==> config.mk <==
export PLATFORM = sky130hd
export DESIGN_NAME = adc_serial_ctrl_flat
export DESIGN_NICKNAME = d
export VERILOG_FILES = /design/src/rtl/adc_serial_pkg.sv /design/src/rtl/adc_serial_ctrl_if.sv /design/src/rtl/adc_sclk_gen.sv /design/src/rtl/adc_serial_ctrl.sv /design/src/flat_wrapper.sv
export SDC_FILE = /design/constraint.sdc
export NUM_CORES = 1
export LEC_CHECK = 0
export CELL_PAD_IN_SITES_DETAIL_PLACEMENT = 0
export CELL_PAD_IN_SITES_GLOBAL_PLACEMENT = 1
export CORE_MARGIN = 1
export CORE_UTILIZATION = 46
export CTS_BUF_LIST = sky130_fd_sc_hd__clkbuf_16
export DETAILED_ROUTE_END_ITERATION = 10
export GPL_TIMING_DRIVEN = 1
export MAX_ROUTING_LAYER = met4
export PLACE_DENSITY = 0.88
export SYNTH_ARGS = -nofsm -noshare
export SYNTH_HDL_FRONTEND = slang
export SYNTH_HIERARCHICAL = 1
export SYNTH_SLANG_ARGS = --single-unit
==> constraint.sdc <==
create_clock -name CLK -period 3.7 [get_ports CLK]
set_input_delay 0.37 -clock CLK [delete_from_list [all_inputs] [get_ports CLK]]
set_output_delay 0.37 -clock CLK [all_outputs]
set_load 0.01 [all_outputs]
==> src/rtl/adc_serial_pkg.sv <==
// Shared types and constants for the serial ADC front-end.
// Holds the FSM state enum, frame geometry and the command-bit encoding
// for an MCP3202-class converter (start, single-ended, channel, MSB-first).
package adc_serial_pkg;

    typedef enum logic [1:0] {
        IDLE  = 2'd0,
        SETUP = 2'd1,
        SHIFT = 2'd2,
        HOLD  = 2'd3
    } state_e;

    localparam int unsigned FRAME_BITS = 17;
    localparam int unsigned CMD_BITS   = 4;
    localparam int unsigned DATA_BITS  = 12;
    localparam int unsigned SKIP_BITS  = 5;
    localparam int unsigned BIT_CNT_W  = 5;

    localparam logic CMD_START = 1'b1;
    localparam logic CMD_SGL   = 1'b1;
    localparam logic CMD_MSBF  = 1'b1;

    // Command bit driven on SDO during DCLK period idx; zero after the command.
    function automatic logic cmd_bit(input logic [BIT_CNT_W-1:0] idx, input logic ch);
        logic b;
        b = 1'b0;
        if (idx < BIT_CNT_W'(CMD_BITS)) begin
            case (idx)
                BIT_CNT_W'(0): b = CMD_START;
                BIT_CNT_W'(1): b = CMD_SGL;
                BIT_CNT_W'(2): b = ch;
                default:       b = CMD_MSBF;
            endcase
        end
        return b;
    endfunction

endpackage

==> src/rtl/adc_serial_ctrl_if.sv <==
// Processor-side conversion handshake.
//   start  : conversion request (master -> block)
//   ch     : channel select, latched with start
//   busy   : conversion in progress
//   done   : one-cycle pulse, result valid from this cycle
//   result : last conversion value
interface adc_serial_ctrl_if;
    import adc_serial_pkg::*;

    logic                 start;
    logic                 ch;
    logic                 busy;
    logic                 done;
    logic [DATA_BITS-1:0] result;

    modport master (output start, output ch, input busy, input done, input result);
    modport slave  (input start, input ch, output busy, output done, output result);

endinterface

==> src/rtl/adc_sclk_gen.sv <==
// DCLK generator: half-period counter producing DCLK plus rise/fall strobes.
//   CLK, RST_N : clock, async active-low reset
//   en         : count while high; when low, counter cleared and DCLK low
//   park       : suppress the next low->high toggle (end of frame)
//   dclk       : registered serial clock, idles low
//   rise_c     : last cycle of a low phase (DCLK rises next cycle)
//   fall_c     : last cycle of a high phase (DCLK falls next cycle)
module adc_sclk_gen #(
    parameter int unsigned CLK_DIV = 25
) (
    input  logic CLK,
    input  logic RST_N,
    input  logic en,
    input  logic park,
    output logic dclk,
    output logic rise_c,
    output logic fall_c
);
    localparam int unsigned CNT_W = $clog2(CLK_DIV);

    logic [CNT_W-1:0] hcnt_q;
    logic             term_c;

    assign term_c = en && (hcnt_q == CNT_W'(CLK_DIV - 1));
    assign rise_c = term_c && !dclk;
    assign fall_c = term_c && dclk;

    // Half-period counter and DCLK toggle
    always_ff @(posedge CLK or negedge RST_N) begin
        if (!RST_N) begin
            hcnt_q <= '0;
            dclk   <= 1'b0;
        end else if (!en) begin
            hcnt_q <= '0;
            dclk   <= 1'b0;
        end else if (term_c) begin
            hcnt_q <= '0;
            dclk   <= !dclk && !park;
        end else begin
            hcnt_q <= hcnt_q + CNT_W'(1);
        end
    end

endmodule

==> src/rtl/adc_serial_ctrl.sv <==
// Serial ADC front-end: runs MCP3202-class conversions over DCLK/SCE/SDO/DATA
// and returns the 12-bit result through a start/busy/done handshake.
//   CLK, RST_N : clock, async active-low reset
//   bus        : adc_serial_ctrl_if.slave (start, ch, busy, done, result)
//   DCLK, SCE  : ADC serial clock (idles low) and chip enable (active-low)
//   SDO        : command bits to the ADC
//   DATA       : conversion bits from the ADC (sampled late in DCLK-high, no sync needed)
// Build option ADC_AVG4_EN: each start runs four frames and returns their
// truncated average.
module adc_serial_ctrl
    import adc_serial_pkg::*;
#(
    parameter int unsigned CLK_DIV = 25
) (
    input  logic             CLK,
    input  logic             RST_N,
    adc_serial_ctrl_if.slave bus,
    output logic             DCLK,
    output logic             SCE,
    output logic             SDO,
    input  logic             DATA
);
    localparam int unsigned HOLD_CYC = 2 * CLK_DIV;
    localparam int unsigned HOLD_W   = $clog2(HOLD_CYC);

    state_e               state_q, state_d;
    logic                 rise_c, fall_c, park_c, gen_en_c;
    logic                 hold_last_c, last_frame_c, enter_setup_c, enter_hold_c;
    logic                 res_load_c;
    logic [DATA_BITS-1:0] res_val_c;
    logic [BIT_CNT_W-1:0] bit_cnt_q;
    logic [HOLD_W-1:0]    hold_cnt_q;
    logic [DATA_BITS-1:0] shreg_q, result_q;
    logic                 ch_q, busy_q, done_q, sce_q, sdo_q;

    // DCLK runs only inside a frame; SETUP is simply the first low phase
    assign gen_en_c = (state_q == SETUP) || (state_q == SHIFT);
    // All 17 periods clocked: keep DCLK low through the final low phase
    assign park_c   = (bit_cnt_q == BIT_CNT_W'(FRAME_BITS));

    adc_sclk_gen #(
        .CLK_DIV (CLK_DIV)
    ) u_sclk (
        .CLK    (CLK),
        .RST_N  (RST_N),
        .en     (gen_en_c),
        .park   (park_c),
        .dclk   (DCLK),
        .rise_c (rise_c),
        .fall_c (fall_c)
    );

    assign hold_last_c   = (hold_cnt_q == HOLD_W'(HOLD_CYC - 1));
    assign enter_setup_c = (state_d == SETUP) && (state_q != SETUP);
    assign enter_hold_c  = (state_q == SHIFT) && (state_d == HOLD);

`ifdef ADC_AVG4_EN
    localparam int unsigned ACC_BITS = 14;

    logic [1:0]          frame_q;
    logic [ACC_BITS-1:0] acc_q, acc_sum_c;

    assign acc_sum_c    = acc_q + ACC_BITS'(shreg_q);
    assign last_frame_c = (frame_q == 2'd3);
    assign res_load_c   = enter_hold_c && last_frame_c;
    assign res_val_c    = acc_sum_c[ACC_BITS-1:2];

    // Frame counter and 4-sample accumulator
    always_ff @(posedge CLK or negedge RST_N) begin
        if (!RST_N) begin
            frame_q <= '0;
            acc_q   <= '0;
        end else if (state_q == IDLE) begin
            frame_q <= '0;
            acc_q   <= '0;
        end else if (enter_hold_c) begin
            acc_q <= last_frame_c ? '0 : acc_sum_c;
        end else if ((state_q == HOLD) && hold_last_c) begin
            frame_q <= frame_q + 2'd1;
        end
    end
`else
    assign last_frame_c = 1'b1;
    assign res_load_c   = enter_hold_c;
    assign res_val_c    = shreg_q;
`endif

    // State register
    always_ff @(posedge CLK or negedge RST_N) begin
        if (!RST_N) state_q <= IDLE;
        else        state_q <= state_d;
    end

    // Next-state logic
    always_comb begin
        state_d = state_q;
        case (state_q)
            IDLE:    if (bus.start)          state_d = SETUP;
            SETUP:   if (rise_c)             state_d = SHIFT;
            SHIFT:   if (rise_c && park_c)   state_d = HOLD;
            HOLD:    if (hold_last_c)        state_d = last_frame_c ? IDLE : SETUP;
            default:                         state_d = IDLE;
        endcase
    end

    // Registered outputs, shift register and frame counters
    always_ff @(posedge CLK or negedge RST_N) begin
        if (!RST_N) begin
            bit_cnt_q  <= '0;
            hold_cnt_q <= '0;
            shreg_q    <= '0;
            result_q   <= '0;
            ch_q       <= 1'b0;
            busy_q     <= 1'b0;
            done_q     <= 1'b0;
            sce_q      <= 1'b1;
            sdo_q      <= 1'b0;
        end else begin
            done_q     <= 1'b0;
            busy_q     <= (state_d != IDLE);
            sce_q      <= !((state_d == SETUP) || (state_d == SHIFT));
            hold_cnt_q <= ((state_q == HOLD) && !hold_last_c) ? hold_cnt_q + HOLD_W'(1) : '0;

            if ((state_q == IDLE) && bus.start) ch_q <= bus.ch;

            if (enter_setup_c) begin
                bit_cnt_q <= '0;
                sdo_q     <= CMD_START;
            end else if ((state_q == SHIFT) && fall_c) begin
                // End of DCLK-high: sample DATA, advance SDO to the next period's bit
                bit_cnt_q <= bit_cnt_q + BIT_CNT_W'(1);
                sdo_q     <= cmd_bit(bit_cnt_q + BIT_CNT_W'(1), ch_q);
                if (bit_cnt_q >= BIT_CNT_W'(SKIP_BITS)) begin
                    shreg_q <= {shreg_q[DATA_BITS-2:0], DATA};
                end
            end

            if (res_load_c) begin
                result_q <= res_val_c;
                done_q   <= 1'b1;
            end
        end
    end

    assign bus.busy   = busy_q;
    assign bus.done   = done_q;
    assign bus.result = result_q;
    assign SCE        = sce_q;
    assign SDO        = sdo_q;

endmodule
==> src/flat_wrapper.sv <==
// flat-port wrapper written by rule: the top's interface ports become plain ports
module adc_serial_ctrl_flat import adc_serial_pkg::*;
#(
    parameter int unsigned CLK_DIV = 25
)
  (CLK, RST_N, DCLK, SCE, SDO, DATA, bus_start, bus_ch, bus_busy, bus_done, bus_result);
  adc_serial_ctrl_if bus_i ();
  input  logic CLK;
  input  logic RST_N;
  output logic DCLK;
  output logic SCE;
  output logic SDO;
  input  logic DATA;
  input wire logic [$bits(bus_i.start)-1:0] bus_start;
  input wire logic [$bits(bus_i.ch)-1:0] bus_ch;
  output wire logic [$bits(bus_i.busy)-1:0] bus_busy;
  output wire logic [$bits(bus_i.done)-1:0] bus_done;
  output wire logic [$bits(bus_i.result)-1:0] bus_result;
  assign bus_i.start = bus_start;
  assign bus_i.ch = bus_ch;
  assign bus_busy = bus_i.busy;
  assign bus_done = bus_i.done;
  assign bus_result = bus_i.result;
  adc_serial_ctrl #(.CLK_DIV(CLK_DIV)) u_core (.CLK(CLK), .RST_N(RST_N), .bus(bus_i), .DCLK(DCLK), .SCE(SCE), .SDO(SDO), .DATA(DATA));
endmodule
# ---- Word level (Yosys, flattened, before mapping)
# Cells that the tools add are included.
dict set report word_totals {
  ramBits 0
  latchBits 0
  register_bits 48
  mem_bits_ro 0
  elab_cells 67
  memories 0
}
dict set report op_classes {
  reduce_logical 20
  addsub 3
  bitwise 1
  shifts 0
  n_mux 17
  n_lt_le_gt_ge 2
  div_mod_pow 0
  multipliers 0
  n_eq_ne 12
}
# cell n
set ops {}
lappend ops {{5-bit two-way mux} 4}
lappend ops {{5-bit by 1-bit adder with 5-bit output, second input constant} 2}
lappend ops {{5-bit equality test, second input constant} 2}
lappend ops {{1-bit logical AND} 10}
lappend ops {{2-bit equality test, second input constant} 4}
lappend ops {{2-bit two-way mux} 4}
lappend ops {{2-bit case mux with 4 select lines} 1}
lappend ops {{1-bit two-way mux} 7}
lappend ops {{6-bit by 1-bit adder with 6-bit output, second input constant} 1}
lappend ops {{6-bit equality test, second input constant} 1}
lappend ops {{6-bit two-way mux} 1}
lappend ops {{5-bit by 2-bit equality test with 1-bit output, second input constant} 1}
lappend ops {{5-bit by 3-bit >= comparator with 1-bit output, second input constant} 1}
lappend ops {{5-bit by 3-bit < comparator with 1-bit output, second input constant} 1}
lappend ops {{2-bit by 1-bit equality test with 1-bit output, second input constant} 2}
lappend ops {{1-bit logical NOT} 4}
lappend ops {{2-bit by 1-bit != test with 1-bit output, second input constant} 2}
lappend ops {{2-bit nonzero test} 2}
lappend ops {{3-bit AND reduction} 1}
lappend ops {{2-bit logical NOT} 1}
lappend ops {{1-bit logical OR} 2}
lappend ops {{1-bit NOT} 1}

# ---- Depth between registers and ports, before layout
# Gate-level depths: netlist of the first run.
dict set report depth {
  depth_word 11
  ltp_mapped 14
  depth_no_buf 11
}

# ---- Modules after synthesis
# The synthesis of the first run kept the hierarchy.
# mod seq_area_each_um2 n_inst area_each_um2 cells_each
set by_module_without_submodules {}
lappend by_module_without_submodules {adc_serial_ctrl 1052.3 1 1899.3 151}
lappend by_module_without_submodules {adc_sclk_gen 150.1 1 364.1 29}

# ---- Least setup slack after synthesis of the first run
# OpenSTA, ideal clock, no wires.
dict set report synth_timing {
  path_type {flip-flop to flip-flop}
  startpoint {register u_core.u_sclk.hcnt_q[0]}
  endpoint {register u_core.shreg_q[10] (netlist: u_core/res_val_c[10])}
  stages_incl_launch_ff 15
  setup_ps 125
  n_path_buf 3
  required_ps 3575
  arrival_ps 2726
  period_less_slack_ps 2851
  path_slack_ps 849
  cell_sequence {dfrtp_1 inv_1 ha_1 and4b_1 buf_6 and3b_2 a41oi_1 a31o_2 nand2_1 ha_1 nor2b_1 clkbuf_1 a211oi_2 buf_6 mux2_2}
}
dict set report synth_via {
  elab_chain_cells 10
  elab_cells_between_ends 13
  classes_between {2 x eq/ne; 3 x mux; 1 x bitwise; 7 x reduce/logical}
}
# element line
set synth_lines {}
lappend synth_lines {{start: declaration} adc_sclk_gen.sv:21} ;# logic [CNT_W-1:0] hcnt_q;
lappend synth_lines {{start signal: assignment} adc_sclk_gen.sv:40} ;# hcnt_q <= hcnt_q + CNT_W'(1);
lappend synth_lines {{5-bit equality test (*)} adc_sclk_gen.sv:24} ;# assign term_c = en && (hcnt_q == CNT_W'(CLK_DIV - 1));
lappend synth_lines {{1-bit logical AND (*)} adc_sclk_gen.sv:24}
lappend synth_lines {{1-bit logical AND (*)} adc_sclk_gen.sv:25} ;# assign rise_c = term_c && !dclk;
lappend synth_lines {{net u_core.rise_c} adc_serial_ctrl.sv:27} ;# logic rise_c, fall_c, park_c, gen_en_c;
lappend synth_lines {{1-bit logical AND} adc_serial_ctrl.sv:100} ;# SHIFT: if (rise_c && park_c) state_d = HOLD;
lappend synth_lines {{2-bit two-way mux} adc_serial_ctrl.sv:100}
lappend synth_lines {{2-bit case mux with 4 select lines (*)} adc_serial_ctrl.sv:97} ;# case (state_q)
lappend synth_lines {{net u_core.state_d[0]} adc_serial_ctrl.sv:26} ;# state_e state_q, state_d;
lappend synth_lines {{2-bit by 1-bit equality test with 1-bit output (*)} adc_serial_ctrl.sv:54} ;# assign enter_setup_c = (state_d == SETUP) && (state_q != SETUP);
lappend synth_lines {{1-bit logical AND (*)} adc_serial_ctrl.sv:54}
lappend synth_lines {{1-bit NOT (no source line) (*)} --}
lappend synth_lines {{3-bit AND reduction (no source line) (*)} --}
lappend synth_lines {{end signal: assignment} adc_serial_ctrl.sv:134} ;# shreg_q <= {shreg_q[DATA_BITS-2:0], DATA};
lappend synth_lines {{end: declaration} adc_serial_ctrl.sv:33} ;# logic [DATA_BITS-1:0] shreg_q, result_q;
# The timed path passes the listed nets; every way through them passes the cells marked *.
# A chain may end at the register's enable or synchronous reset.

# ---- Worst setup path after layout of the first run
dict set report layout_timing {
  startpoint {register u_core.state_q[1]}
  endpoint {register u_core.shreg_q[3] (netlist: u_core/res_val_c[3])}
}
dict set report layout_via {
  elab_chain_cells 11
  elab_cells_between_ends 20
  classes_between {5 x eq/ne; 5 x mux; 1 x bitwise; 9 x reduce/logical}
}
# element line
set layout_lines {}
lappend layout_lines {{start: declaration} adc_serial_ctrl.sv:26}
lappend layout_lines {{start signal: assignment} adc_serial_ctrl.sv:91} ;# else state_q <= state_d;
lappend layout_lines {{2-bit by 1-bit equality test with 1-bit output / 2-bit equality test (equally long branches)} adc_serial_ctrl.sv:37} ;# assign gen_en_c = (state_q == SETUP) || (state_q == SHIFT);
lappend layout_lines {{1-bit logical OR (*)} adc_serial_ctrl.sv:37}
lappend layout_lines {{net u_core.gen_en_c} adc_serial_ctrl.sv:27}
lappend layout_lines {{1-bit logical AND (*)} adc_sclk_gen.sv:24}
lappend layout_lines {{1-bit logical AND (*)} adc_sclk_gen.sv:25}
lappend layout_lines {{net u_core.rise_c} adc_serial_ctrl.sv:27}
lappend layout_lines {{1-bit logical AND} adc_serial_ctrl.sv:100}
lappend layout_lines {{2-bit two-way mux} adc_serial_ctrl.sv:100}
lappend layout_lines {{2-bit case mux with 4 select lines (*)} adc_serial_ctrl.sv:97}
lappend layout_lines {{2-bit by 1-bit equality test with 1-bit output (*)} adc_serial_ctrl.sv:54}
lappend layout_lines {{1-bit logical AND (*)} adc_serial_ctrl.sv:54}
lappend layout_lines {{1-bit NOT (no source line) (*)} --}
lappend layout_lines {{3-bit AND reduction (no source line) (*)} --}
# Marked as above.

==> results of run 1 <==
## power by group through the flow
| stage | Sequential, mW | Combinational (mW) | Clock [mW] |
|---|---|---|---|
| finish | 0.526 | 0.0140 | 0.506 |
| global route | 0.525 | 0.0169 | 0.538 |
| CTS | 0.526 | 0.0150 | 0.521 |
| detailed placement | 0.536 | 0.0149 | 0 |
| global placement | 0.536 | 0.0149 | 0 |
| floorplan | 0.536 | 0.000516 | 0 |
## placed cells by master, fill, tap and decap left out, drive strengths merged, types with 2 or more instances in the layout
| master | netlist | final |
|---|---|---|
| dfrtp | 47 | 47 |
| mux2 | 25 | 25 |
| clkdlybuf4s50 | 0 | 20 |
| ha | 14 | 14 |
| nor2 | 13 | 13 |
| inv | 12 | 12 |
| nand2 | 7 | 7 |
| o21ai | 6 | 6 |
| clkbuf | 2 | 5 |
| nand3 | 5 | 5 |
| xor2 | 5 | 5 |
| xnor2 | 5 | 5 |
| a21oi | 5 | 5 |
| nand4 | 3 | 3 |
| or3 | 2 | 2 |
| and2 | 2 | 2 |
| and4 | 2 | 2 |
| nor4 | 2 | 2 |
| buf | 3 | 2 |
| o31ai | 2 | 2 |
| a211oi | 2 | 2 |
| nor3b | 2 | 2 |
| and3b | 2 | 2 |
## metal layers
layer  GRT usage  vias to the layer above
met1       0.225                      672
li1            -                      671
met2       0.213                       21
met4      0.0719                        0
met3      0.0375                        2
met5           -                        -
## sequential cells by signal, summed over array words and instances, names as in the netlist, 2 cells and up
signal	count
u_core/bus.result	12
u_core/state_q	2
u_core/bit_cnt_q	5
u_core/hold_cnt_q	6
u_core/u_sclk/hcnt_q	5
u_core/res_val_c	12
## cell type report
class / instances / area [µm²]
clock buffers: 5 / 125
clock inverters: 3 / 42.5
fillers: 379 / 2030
inverters: 12 / 45.0
multi-input cells: 115 / 981
flip-flops and latches: 48 / 1200
well taps: 67 / 83.8
repair buffers: 22 / 213
## cell usage after synthesis (3+ instances only)
cell	n	area share
nand3_1	5	0.011
nand2_1	7	0.012
nand4_1	3	0.0083
xor2_1	5	0.019
dfrtp_1	47	0.52
xnor2_1	5	0.019
inv_1	12	0.020
nor2_1	13	0.022
ha_1	14	0.077
o21ai_0	6	0.013
a21oi_1	5	0.011
mux2_2	25	0.12
## final timing paths
path | startpoint | cells after the start | to
worst max-delay path | u_core/state_q[1] | 10 | u_core/res_val_c[3]
worst min-delay path | RST_N | 1 | u_core/u_sclk/hcnt_q[4]
worst max register to register | u_core/state_q[1] | 10 | u_core/res_val_c[3]
worst min register to register | u_core/SDO | 2 | u_core/SDO
max in group asynchronous | RST_N | 1 | u_core/res_val_c[9]
min in group CLK | u_core/SDO | 2 | u_core/SDO
## cell families (layout without fill, tap and decap cells)
family | Yosys count | after routing | share of synthesized area
flip-flops | 48 | 48 | 0.531
adder cells (fa/ha/maj) | 14 | 14 | 0.0774
buffers and inverters | 17 | 42 | 0.0354
multiplexers | 26 | 26 | 0.129
AND/OR/NAND/NOR | 46 | 46 | 0.131
XOR/XNOR | 10 | 10 | 0.0387
AO/OA/AOI/OAI | 19 | 19 | 0.0575
==> reports/results.txt, run 1 <==
The classification of the worst setup path is reg2reg. The initial antenna violation count is 0. The logs give 0.158 for the total routing usage reported by global routing and 0 for the DRC violation count after routing. The analysis attributes to net switching a power of 0.200 mW. The tools report the fmax as 0.304 GHz.

Max-cap violations in this run came to 0. The run gives 0.531 as the sequential-to-total area share from yosys stat. The signal on the critical path passes through inv_1 -> ha_1 -> and3b_2 -> o21ai_0 -> o211a_1 -> o21a_1 -> ha_1 -> nor2b_1 -> a211oi_2 -> mux2_2. Setup repair after global routing left no endpoint under its margin. The Yosys step of the flow raised 6 warnings. The power share of the sequential group came out at 0.503. In this run the post-CTS setup repair buffer count came out at 0.

Broken down by cell family, the worst path's largest delay share belongs to compound AO/OA/AOI/OAI gates. The overflow left after global routing is 0. The final-report max-slew violation count is 0. The final worst-path cycle share works out to 0.889. Clock tree root buffer cell: clkbuf_16. The first global-routing pass estimated 6.13 mm of wire. The finished cells cover 2690 µm². Routed wire length per instance: 13.1 µm. Subtracting the final worst setup slack from the clock period gives 3.29 ns.

The tools report the post-detailed-placement half-perimeter wirelength as 2.43 mm. The run finished with clean final reports. Dividing total power by cell area gives a power density of 388 nW/µm². The worst-case clock skew was 0.00586 ns; the buffer and inverter count on the worst path was 1. The final instance count without filler cells came out at 272. The tools report the count of hold-fix buffers inserted at cts as 0. The synthesized design contains 0 enable-type register cells. Setup violations remaining at the end of the flow were counted as 0. Wires add up to 3.57 mm.

The data arrival time of the critical path came out at 3.45 ns. The share of synthesized registers carrying an async set or reset works out to 1.00. The worst-case headroom to the max-slew limit was 0.304. STA classifies the critical path startpoint as a flip-flop.

The distinct cell type count after synthesis was 39; the area overhead of the layout relative to synthesis was 19.0%. Cell internal power was estimated by the tool at 0.846 mW. The clock reaches the later pin of the worst-skew pair after 0.28 ns.

Among all stages on the critical path, the largest delay is contributed by a211oi_2. Type of the worst min-delay path: in2async. Entering global routing, the biggest net connects 49 pins. The tools report the iteration-0 DRC count of the detailed router as 46. The I/O pin count was 22. Across the VDD grid, the largest voltage drop is 0.315 mV. The tools report the via count of the first global-routing pass as 1298.

Signal routing reaches up to met4. Summing internal, switching and leakage power gives 1.05 mW. Counting every sink on the clock net gives 48.

The die covers 5200 µm². The placeable core region is 4720 µm². In this run the core area contains 25 standard-cell rows. Final hold analysis gives a worst-case slack of 0.263 ns.

STA puts the critical path data required time at 3.87 ns. For the post-cts gate resize count, the log shows 0. The run gives 0.570 as the utilization after layout. Wire segments on met3 add up to 100 µm in the final route. The y dimension of the die is 72.1 µm. The final count of hold timing violations was 0. Most prevalent standard cell on the critical path: ha_1.

Detailed-route vias per instance: 5.02. Along the worst path, the maximum fanout reaches 12. The clock edge transition at the registers on the reported setup and hold paths was 0.06 ns. The run gives 0.013 as the combinational group share of total power. Once placement completed, the tool counted placed cells totaling 264. The tools report the via count as 1366. The longest clock path from root to sink contains 2 buffers. The leading register cell type out of synthesis was dfrtp_1.

The tools report the kind of end point of the critical path as a flip-flop. For this run, the slowest stage of the critical path takes 0.79 ns. For this run, the post-layout net count is 223. For the pin with the worst max-slew slack, the measured transition is 1.04 ns. Standby leakage power: 1.22 nW.

Port buffering added 21 buffers. The detailed-routing iteration count for the pre-antenna-repair pass was 4. The fraction of power spent switching nets was 0.191. Overall die width: 72.1 µm. The post-layout worst setup margin came out at 0.412 ns.

Setup slack on the worst reg-to-reg path comes out at 0.41 ns. The pre-CTS worst setup slack is 0.407 ns. The mean area per synthesized cell was 12.6 µm²; the share of post-route cells with drive strength above 1 was 0.229. In this run the number of H-tree levels came out at 2.

TritonCTS created 5 clock buffers. The run gives 1.91 mm as the routed length on met1. For the sum of negative setup slack, the log shows 0 ns.

TritonCTS built the clock tree. The share of power burned in the clock network is 0.484. Summing every instance area after synthesis gives 2260 µm². The routability congestion estimate from global placement was 0.903; the synthesized netlist net count was 199.

The logs give 180 for the number of instances in the synthesized netlist and 0 for the number of diodes added for antenna fixing. After detailed routing, the met2 layer carries 1.52 mm of wire. The count of state elements after synthesis works out to 48. The detail route stage leaves a number of antenna-violating nets equal to 0.

Summing all placed instances gives a cell area of 2520 µm². The run gives 0.479 as the initial cell density of the core.
(Power assumes the default switching activity.)
==> run 2, diff against run 1 <==
==> constraint.sdc (replaced) <==
create_clock -name CLK -period 3.7 [get_ports CLK]
set_input_delay 0.74 -clock CLK [delete_from_list [all_inputs] [get_ports CLK]]
set_output_delay 0.74 -clock CLK [all_outputs]
set_load 0.01 [all_outputs]
==> run 2 against run 1 <==
Via count grew 1.3%. Final cell count unchanged. Clock skew about the same. Power rose by 7.2%. Clock-buffer cell count unchanged. Non-clock buffer count is the same. Wire length up 3.3%. Fmax shrank 3.0%. Die area unchanged. Sequential share of layout area shrank 0.43 points. Sequential power about the same. First-iteration DRC count increased by 67%. Critical path type unchanged. Largest power group is now clock. Highest routed layer unchanged.
==> reports/results.txt, run 2 (synthesis gave the netlist of run 1 again) <==
The run finished with clean final reports. DRC violation count after routing: 0 (unchanged). Commonest cells after routing, fill and taps aside: 47 x dfrtp_1, 25 x mux2_2, 20 x clkdlybuf4s50_1, 14 x ha_1, 13 x nor2_1 (unchanged). The share of post-route cells with drive strength above 1 works out to 0.229 (unchanged). The detailed-routing iteration count for the pre-antenna-repair pass was 4 (unchanged).

The final worst-path cycle share came out at 0.916 (was 0.889). Setup repair after global routing left no endpoint under its margin. The clock edge transition at the registers on the reported setup and hold paths was 0.07 ns (was 0.06 ns); the worst-case headroom to the max-slew limit was 0.311 (was 0.304).

The final wirelength came out at 3.69 mm (was 3.57 mm). The logs give 3.87 ns (about the same) for the data required time at the worst endpoint and 0 (unchanged) for the final count of hold timing violations. The run gives 0 (unchanged) as the overflow left after global routing.

The power spent charging and discharging nets came out at 0.203 mW (was 0.200 mW). Power share of the sequential group: 0.469 (was 0.503). The run gives 1384 (was 1366) as the via count. The clock tree root buffer cell is clkbuf_16 (unchanged). The number of maximum-capacitance violations came out at 0 (unchanged). Iteration-0 DRC count of the detailed router: 77 (was 46). The logs give 1422 (was 1298) for the via count of the first global-routing pass and 1.23 nW (was 1.22 nW) for the standby leakage power.

The overall die width is 72.1 µm (unchanged). The post-cts gate resize count is 0 (unchanged). For the initial antenna violation count, the log shows 0 (unchanged). The type of the worst min-delay path is reg2reg (was in2async).

Clock insertion delay at the later pin of the skew report: 0.28 ns (about the same). The logs give 0.519 (was 0.484) for the share of power burned in the clock network and 0.576 (was 0.570) for the utilization after layout. The classification of the worst setup path is reg2reg (unchanged).

The peak per-stage delay on the critical path was 0.77 ns (was 0.79 ns); the total power density per cell area was 412 nW/µm² (was 388 nW/µm²). The setup-violating endpoint count in the final report was 0 (unchanged). The largest net degree at the start of global routing is 49 (unchanged).

The tools report the maximum ir drop on the vdd rail as 0.236 mV (was 0.315 mV). The final-report max-slew violation count came out at 0 (unchanged). The tools report the critical path startpoint category as a flip-flop (unchanged). The I/O pin count was 22 (unchanged); the total routing usage reported by global routing was 0.169 (was 0.158). The fraction of power spent switching nets is 0.181 (was 0.191).

Most common cell after layout, fill and taps aside: dfrtp_1 (unchanged). The count of standard-cell rows was 25 (unchanged); the detailed-route vias per instance was 5.09 (was 5.02). Fmax: 0.295 GHz (was 0.304 GHz).

The routed wire length per instance works out to 13.6 µm (was 13.1 µm). Cell chain of the critical path: inv_1 -> ha_1 -> and3b_2 -> a41oi_1 -> a31o_2 -> nand2_1 -> ha_1 -> nor2b_1 -> a211oi_2 -> mux2_2 (was inv_1 -> ha_1 -> and3b_2 -> o21ai_0 -> o211a_1 -> o21a_1 -> ha_1 -> nor2b_1 -> a211oi_2 -> mux2_2). The number of buffers on the longest clock path is 2 (unchanged). The y dimension of the die is 72.1 µm (unchanged). The number of nets in the finished design was 223 (unchanged). For the number of buffers created by CTS, the log shows 5 (unchanged). The total cell area at the placement stage came out at 2520 µm² (unchanged). The post-detailed-placement half-perimeter wirelength was 2.47 mm (was 2.43 mm).

The tools report the routability congestion estimate from global placement as 0.825 (was 0.903). For the first-pass GRT wire length, the log shows 6.53 mm (was 6.13 mm). The minimum clock period was 3.39 ns (was 3.29 ns); the maximum level of the CTS H-tree was 2 (unchanged). Number of nets with antenna violations after detailed routing: 0 (unchanged). The sum of negative setup slack came out at 0 ns (unchanged). The tools report the kind of end point of the critical path as a flip-flop (unchanged). For the count of clock tree sinks, the log shows 48 (unchanged).

The run gives 5200 µm² (unchanged) as the die area. The area overhead of the layout relative to synthesis works out to 20.1% (was 19.0%). The number of diodes added for antenna fixing was 0 (unchanged); the data arrival time of the critical path was 3.56 ns (was 3.45 ns). The count of hold-fix buffers inserted at cts is 0 (unchanged), and the initial cell density of the core is 0.479 (unchanged).

Count of input and output buffers: 21 (unchanged). The tools report the final standard cell area without fillers as 2720 µm² (was 2690 µm²). For the combinational group share of total power, the log shows 0.012 (was 0.013).

The most prevalent standard cell on the critical path is ha_1 (unchanged). The actual transition at the worst max-transition pin was 1.03 ns (was 1.04 ns). The slowest library cell on the worst path is a211oi_2 (unchanged). The post-CTS setup-driven buffer insertion count was 0 (unchanged); the placeable core region was 4720 µm² (unchanged). The worst-case clock skew came out at 0.00536 ns (was 0.00586 ns).

TritonCTS built the clock tree. The maximum fanout encountered on the critical timing path came out at 12 (unchanged). The tools report the total power as 1.12 mW (was 1.05 mW).

The cell internal power dissipation was 0.918 mW (was 0.846 mW).
-- run 2: cell count changes in the layout (fill, tap and decap cells not counted), sizes merged --
cell      previous run  this run
clkinvlp             1         0
bufinv               1         2
inv                 12        13
clkinv               1         0
-- run 2: worst max-delay path: cells and delay by family (launching register included) --
kind | cells | cell delay (ns)
muxes | 1 | 0.41
AOI/OAI and AO/OA | 3 | 1.10
DFF | 1 | 0.42
buffers and inverters | 1 | 0.12
and+or+nand+nor | 3 | 0.59
adders and majority gates | 2 | 0.62
-- run 2: final cells by class --
class / instances / area, µm²
Clock buffer: 5 / 125
Clock inverter: 3 / 68.8
Multi-Input combinational cell: 115 / 981
Tap cell: 67 / 83.8
Sequential cell: 48 / 1200
Inverter: 12 / 45.0
Timing Repair Buffer: 22 / 213
Fill cell: 389 / 2000
-- run 2: stage by stage --
stage	hold slack [ns]	setup slack, ns	instances
3_5_place_dp	0.493	0.317	264
3_3_place_gp	0.484	0.361	264
5_1_grt	0.525	0.0582	272
4_1_cts	0.508	0.299	272
2_1_floorplan	0.444	0.849	180
6_report	0.503	0.310	272
-- run 2: final timing paths --
check	to	depth (start not counted)	slack [ns]	from
max reg2reg	u_core/res_val_c[4]	10	0.31	u_core/state_q[0]
min	u_core/SDO	2	0.50	u_core/SDO
max	u_core/res_val_c[4]	10	0.31	u_core/state_q[0]
min in group asynchronous	u_core/u_sclk/hcnt_q[1]	1	0.64	RST_N
max in group asynchronous	u_core/bus.result[3]	1	2.42	RST_N
min reg2reg	u_core/SDO	2	0.50	u_core/SDO
-- run 2: metal layers --
layer	vias to the layer above	part of all wire	GRT usage
met5	-	0	-
met4	0	0.015	0.0588
met3	6	0.038	0.0500
met2	29	0.46	0.254
met1	683	0.48	0.217
li1	666	-	-
-- run 2: power by group through the flow --
stage               registers, mW  clock network [mW]  logic (mW)
floorplan                   0.536                   0    0.000516
global placement            0.536                   0      0.0149
detailed placement          0.536                   0      0.0150
CTS                         0.526               0.596      0.0149
global route                0.525               0.613      0.0165
finish                      0.526               0.582      0.0138
==> run 3, diff against run 2 <==
--- a/config.mk
+++ b/config.mk
@@ -5,11 +5,13 @@
 export SDC_FILE = /design/constraint.sdc
 export NUM_CORES = 1
 export LEC_CHECK = 0
+export CAP_MARGIN = 0
 export CELL_PAD_IN_SITES_DETAIL_PLACEMENT = 0
 export CELL_PAD_IN_SITES_GLOBAL_PLACEMENT = 1
 export CORE_MARGIN = 1
 export CORE_UTILIZATION = 46
 export CTS_BUF_LIST = sky130_fd_sc_hd__clkbuf_16
+export CTS_CLUSTER_DIAMETER = 50
 export DETAILED_ROUTE_END_ITERATION = 10
 export GPL_TIMING_DRIVEN = 1
 export MAX_ROUTING_LAYER = met4
==> results of run 3 <==
No change in the layout: final DEF, timing and power equal those of run 2.
==> variant 1 (config.mk and constraints of run 2) <==
Register the input `DATA` before use. The logic sees it one clock later. The other inputs are not delayed to match.
--- a/src/rtl/adc_serial_ctrl.sv
+++ b/src/rtl/adc_serial_ctrl.sv
@@ -22,6 +22,12 @@
 );
     localparam int unsigned HOLD_CYC = 2 * CLK_DIV;
     localparam int unsigned HOLD_W   = $clog2(HOLD_CYC);
+
+    logic DATA_q;
+
+    always_ff @(posedge CLK) begin
+        DATA_q <= DATA;
+    end
 
     state_e               state_q, state_d;
     logic                 rise_c, fall_c, park_c, gen_en_c;
@@ -131,7 +137,7 @@
                 bit_cnt_q <= bit_cnt_q + BIT_CNT_W'(1);
                 sdo_q     <= cmd_bit(bit_cnt_q + BIT_CNT_W'(1), ch_q);
                 if (bit_cnt_q >= BIT_CNT_W'(SKIP_BITS)) begin
-                    shreg_q <= {shreg_q[DATA_BITS-2:0], DATA};
+                    shreg_q <= {shreg_q[DATA_BITS-2:0], DATA_q};
                 end
             end
 
Check against the original RTL: same outputs for any inputs over 10 cycles, from zero or initial values and one cycle with RST_N low; that may be too few to reach the edited logic, so the function may still have changed.
==> variant 1 against run 2 <==
Sequential cell count up 1; first-iteration DRC count is 16% lower; worst setup slack gained 200 ps; synthesized area increased by 3.4%; final area increased by 0.92%; utilization down 0.60 points; routed wire length grew 0.81%; critical endpoint is now u_core/res_val_c[11].
Power is not compared: it rests on default switching activity, and its combinational part moved more than twofold at a synthesized area within 25%.
==> variant 1: results (changes against run 2) <==
* HPWL after DPL at 2560 um (was 2470 um)
* Final GP Congestion at 0.759 (was 0.825)
* Crit Path Max Fanout at 12 (unchanged)
* Synth Area in Compound Gates at 6.20% (was 5.75%)
* Sequential-to-total area share from yosys stat at 52.2% (was 53.1%)
* IO buf count at 21 (unchanged)
* Register-to-register path setup slack at 510 ps (was 310 ps)
* Hold slack at 453 ps (was 503 ps)
* WL per Instance at 13.6 um (about the same)
* First-pass GRT wire length at 6370 um (was 6530 um)
* Global Route Usage Sum at 16.3% (was 16.9%)
* WHS Endpoint: u_core/res_val_c[0] (was u_core/SDO)
* Share of cells above drive strength 1 at 18.8% (was 22.9%)
* Layout Nets at 225 (was 223)
* FF-to-FF path depth at 13 (was 10)
* Data arrival, critical path at 3370 ps (was 3560 ps)
* Vias in the first global route at 1427 (was 1422)
* HP Start: u_core/DATA_q (was u_core/SDO)
* Average vias per placed instance at 5.14 (was 5.09)
* Met2 usage in global routing at 25.4% (about the same)
* Adder-cell share of the synthesized area at 7.49% (was 7.74%)
* Met1 global-route usage at 19.6% (was 21.7%)
* Commonest cells in the netlist: dfrtp_1, ha_1, nor2_1 (was dfrtp_1, mux2_2, ha_1)
* XOR/XNOR Fraction of Synth Area at 3.74% (was 3.87%)
* Crit-path max cell delay at 410 ps (was 770 ps)
* Unique masters post-synth at 40 (was 39)
* Reg2reg end: u_core/res_val_c[11] (was u_core/res_val_c[4])
* Ys async rst share at 98.0% (was 100%)
* Total CTS buffers at 5 (unchanged)
* Metal2 WL at 1720 um (was 1710 um)
* CP top delay family: simple AND/OR/NAND/NOR gates (was compound AO/OA/AOI/OAI gates)
* Final Skew at 3.01 ps (was 5.36 ps)
* Hold path depth at 1 (was 2)
* Multiplexer share of the synthesized area at 14.5% (was 12.9%)
* Ant diodes at 0 (unchanged)
* Worst Max-Slew Pin Slew at 1050 ps (was 1030 ps)
* Status: finished, final reports clean (unchanged)
* CP max stage cell: dfrtp_1 (was a211oi_2)
* Synthesized net count at 201 (was 199)
* R2R Path Start: u_core/u_sclk/hcnt_q[0] (was u_core/state_q[0])
* GRT met3 Usage at 5.21% (was 5.00%)
* Fill cells at 420 (was 389)
==> variant 1: changes by cell type after synthesis, sizes merged, moves of 2 or more <==
cell and change:
a21o +2, a21oi +3, o21ai -2, nor3 +2, buf +2
==> variant 1: stage by stage <==
stage | util (%) | std cells | cell area (sq um) | power (mW) | worst slack [ps]
6_report | 57.0 | 274 | 2740 | 1.28 | 507
3_5_place_dp | 53.8 | 266 | 2590 | 0.831 | 552
5_1_grt | 57.0 | 274 | 2740 | 1.34 | 330
4_1_cts | 57.0 | 274 | 2740 | 1.30 | 525
3_3_place_gp | 53.8 | 266 | 2590 | 0.824 | 674
2_1_floorplan | - | 182 | 2340 | 0.756 | 686
==> variant 1: cell type report <==
cell class / count / share of cell area [%]
clock inverter: 3 / 0.912
multi-input combinational: 115 / 37.3
timing repair buffer: 23 / 8.03
tap: 67 / 3.06
sequential: 49 / 44.6
inverter: 12 / 1.64
clock buffer: 5 / 4.56
==> variant 2 (config.mk and constraints of run 2) <==
Made on the original files. Build with the macro `ADC_AVG4_EN` defined.
--- a/src/rtl/adc_serial_ctrl.sv
+++ b/src/rtl/adc_serial_ctrl.sv
@@ -7,6 +7,8 @@
 //   DATA       : conversion bits from the ADC (sampled late in DCLK-high, no sync needed)
 // Build option ADC_AVG4_EN: each start runs four frames and returns their
 // truncated average.
+`define ADC_AVG4_EN
+
 module adc_serial_ctrl
     import adc_serial_pkg::*;
 #(
Behaviour: same outputs for any inputs over 10 cycles, from zero or initial values and one cycle with RST_N low; that may be too few to reach the edited logic, so the function may still have changed.
==> variant 2 against run 2 <==
First-iteration DRC count grew 5.2%; synthesized area grew 56%; routed wire length grew 77%; final area grew 51%; sequential cell count grew 16; power grew 35%; synthesized cell count grew 79%; critical endpoint is now u_core/acc_q[12]; worst setup slack gained 44 ps; die area grew 54%.
==> variant 2: results (changes against run 2) <==
* WL per Instance at 14.4 um (was 13.6 um)
* Fill cells at 623 (was 389)
* Ys async rst share at 100% (unchanged)
* Commonest cells in the netlist: dfrtp_1, nand2_1, ha_1 (was dfrtp_1, mux2_2, ha_1)
* Synthesized net count at 354 (was 199)
* Class of the worst hold path: in2async (was reg2reg)
* Unique masters post-synth at 58 (was 39)
* Worst Max-Slew Pin Slew at 523 ps (was 1030 ps)
* First-pass GRT wire length at 11200 um (was 6530 um)
* Final GP Congestion at 0.798 (was 0.825)
* Layout Nets at 381 (was 223)
* Sequential-to-total area share from yosys stat at 45.5% (was 53.1%)
* Sw Share at 19.6% (was 18.1%)
* Static Leak at 1.97 nW (was 1.23 nW)
* Largest net degree at the start of global routing at 30 (was 49)
* HPWL after DPL at 4640 um (was 2470 um)
* Average vias per placed instance at 5.38 (was 5.09)
* Global Route Usage Sum at 19.5% (was 16.9%)
* Placed insts at 437 (was 264)
* Total CTS buffers at 9 (was 5)
* Vias in the first global route at 2391 (was 1422)
* Final Skew at 4.82 ps (was 5.36 ps)
* Via count at 2437 (was 1384)
* DRT iter0 DRCs at 81 (was 77)
* Seq pwr share at 46.5% (was 46.9%)
* Placed inst area at 3820 sq um (was 2520 sq um)
* Storage element area at 1600 sq um (was 1200 sq um)
* Syn_area_per_cell at 10.9 sq um (was 12.6 sq um)
* Worst vdd ir at 0.234 mV (was 0.236 mV)
* Worst-path clk slew at 50 ps (was 70 ps)
* H-tree Lvls at 3 (was 2)
* Status: finished, final reports clean (unchanged)
* Setup WS pre-CTS at 383 ps (was 317 ps)
* Synth top area cells: dfrtp_1, ha_1, mux2_2 (was dfrtp_1, mux2_2, ha_1)
* Crit Path Max Fanout at 9 (was 12)
* Crit-path max cell delay at 440 ps (was 770 ps)
* CP max stage cell: or4_1 (was a211oi_2)
## variant 2: cell families after synthesis
kind of cell               count (synthesis)  share of synthesized area [%]
adders and majority gates                 27                           9.80
muxes                                     20                           6.32
AOI/OAI and AO/OA                         63                           12.8
buffers and inverters                     28                           4.05
and+or+nand+nor                           98                           16.1
DFF                                       64                           45.5
xor gates and xnor gates                  22                           5.47
## variant 2: routing by layer
layer	global-route usage, %	vias to the layer above	part of all wire [%]
li1	-	1202	-
met1	23.6	1192	46
met2	31.3	36	49
met3	3.88	7	3.0
met4	9.38	0	1.3
met5	-	-	0
## variant 2: final cells by class
class / instances / area share (%)
clock buffers: 9 / 5.49
clock inverters: 7 / 1.34
inverters: 16 / 1.46
multi-input cells: 230 / 43.3
flip-flops and latches: 64 / 39.1
well taps: 99 / 3.02
repair buffers: 28 / 6.28
## variant 2: final timing paths
kind                                 startpoint                     to  slack (ps)  cells past startpoint
setup / recovery              u_core/state_q[0]       u_core/acc_q[12]         350                     15
hold / removal                            RST_N  u_core/bus.result[11]         320                      1
setup reg to reg              u_core/state_q[0]       u_core/acc_q[12]         350                     15
hold reg to reg            u_core/bus.result[3]   u_core/bus.result[3]         470                      2
max in group asynchronous                 RST_N             u_core/SCE        2640                      2
min in group CLK           u_core/bus.result[3]   u_core/bus.result[3]         470                      2
## variant 2: worst reg2reg max path, cell delays in order (launching register included)
cell	delay [ps]
dfrtp_1	420
inv_1	100
ha_1	410
and3b_2	260
nand2_1	60
nand2_1	80
nand2_1	70
o2111ai_1	120
a22o_1	230
ha_1	200
nand2_1	90
or3_1	420
or4_1	440
a31oi_1	160
o31ai_1	100
o31ai_1	80
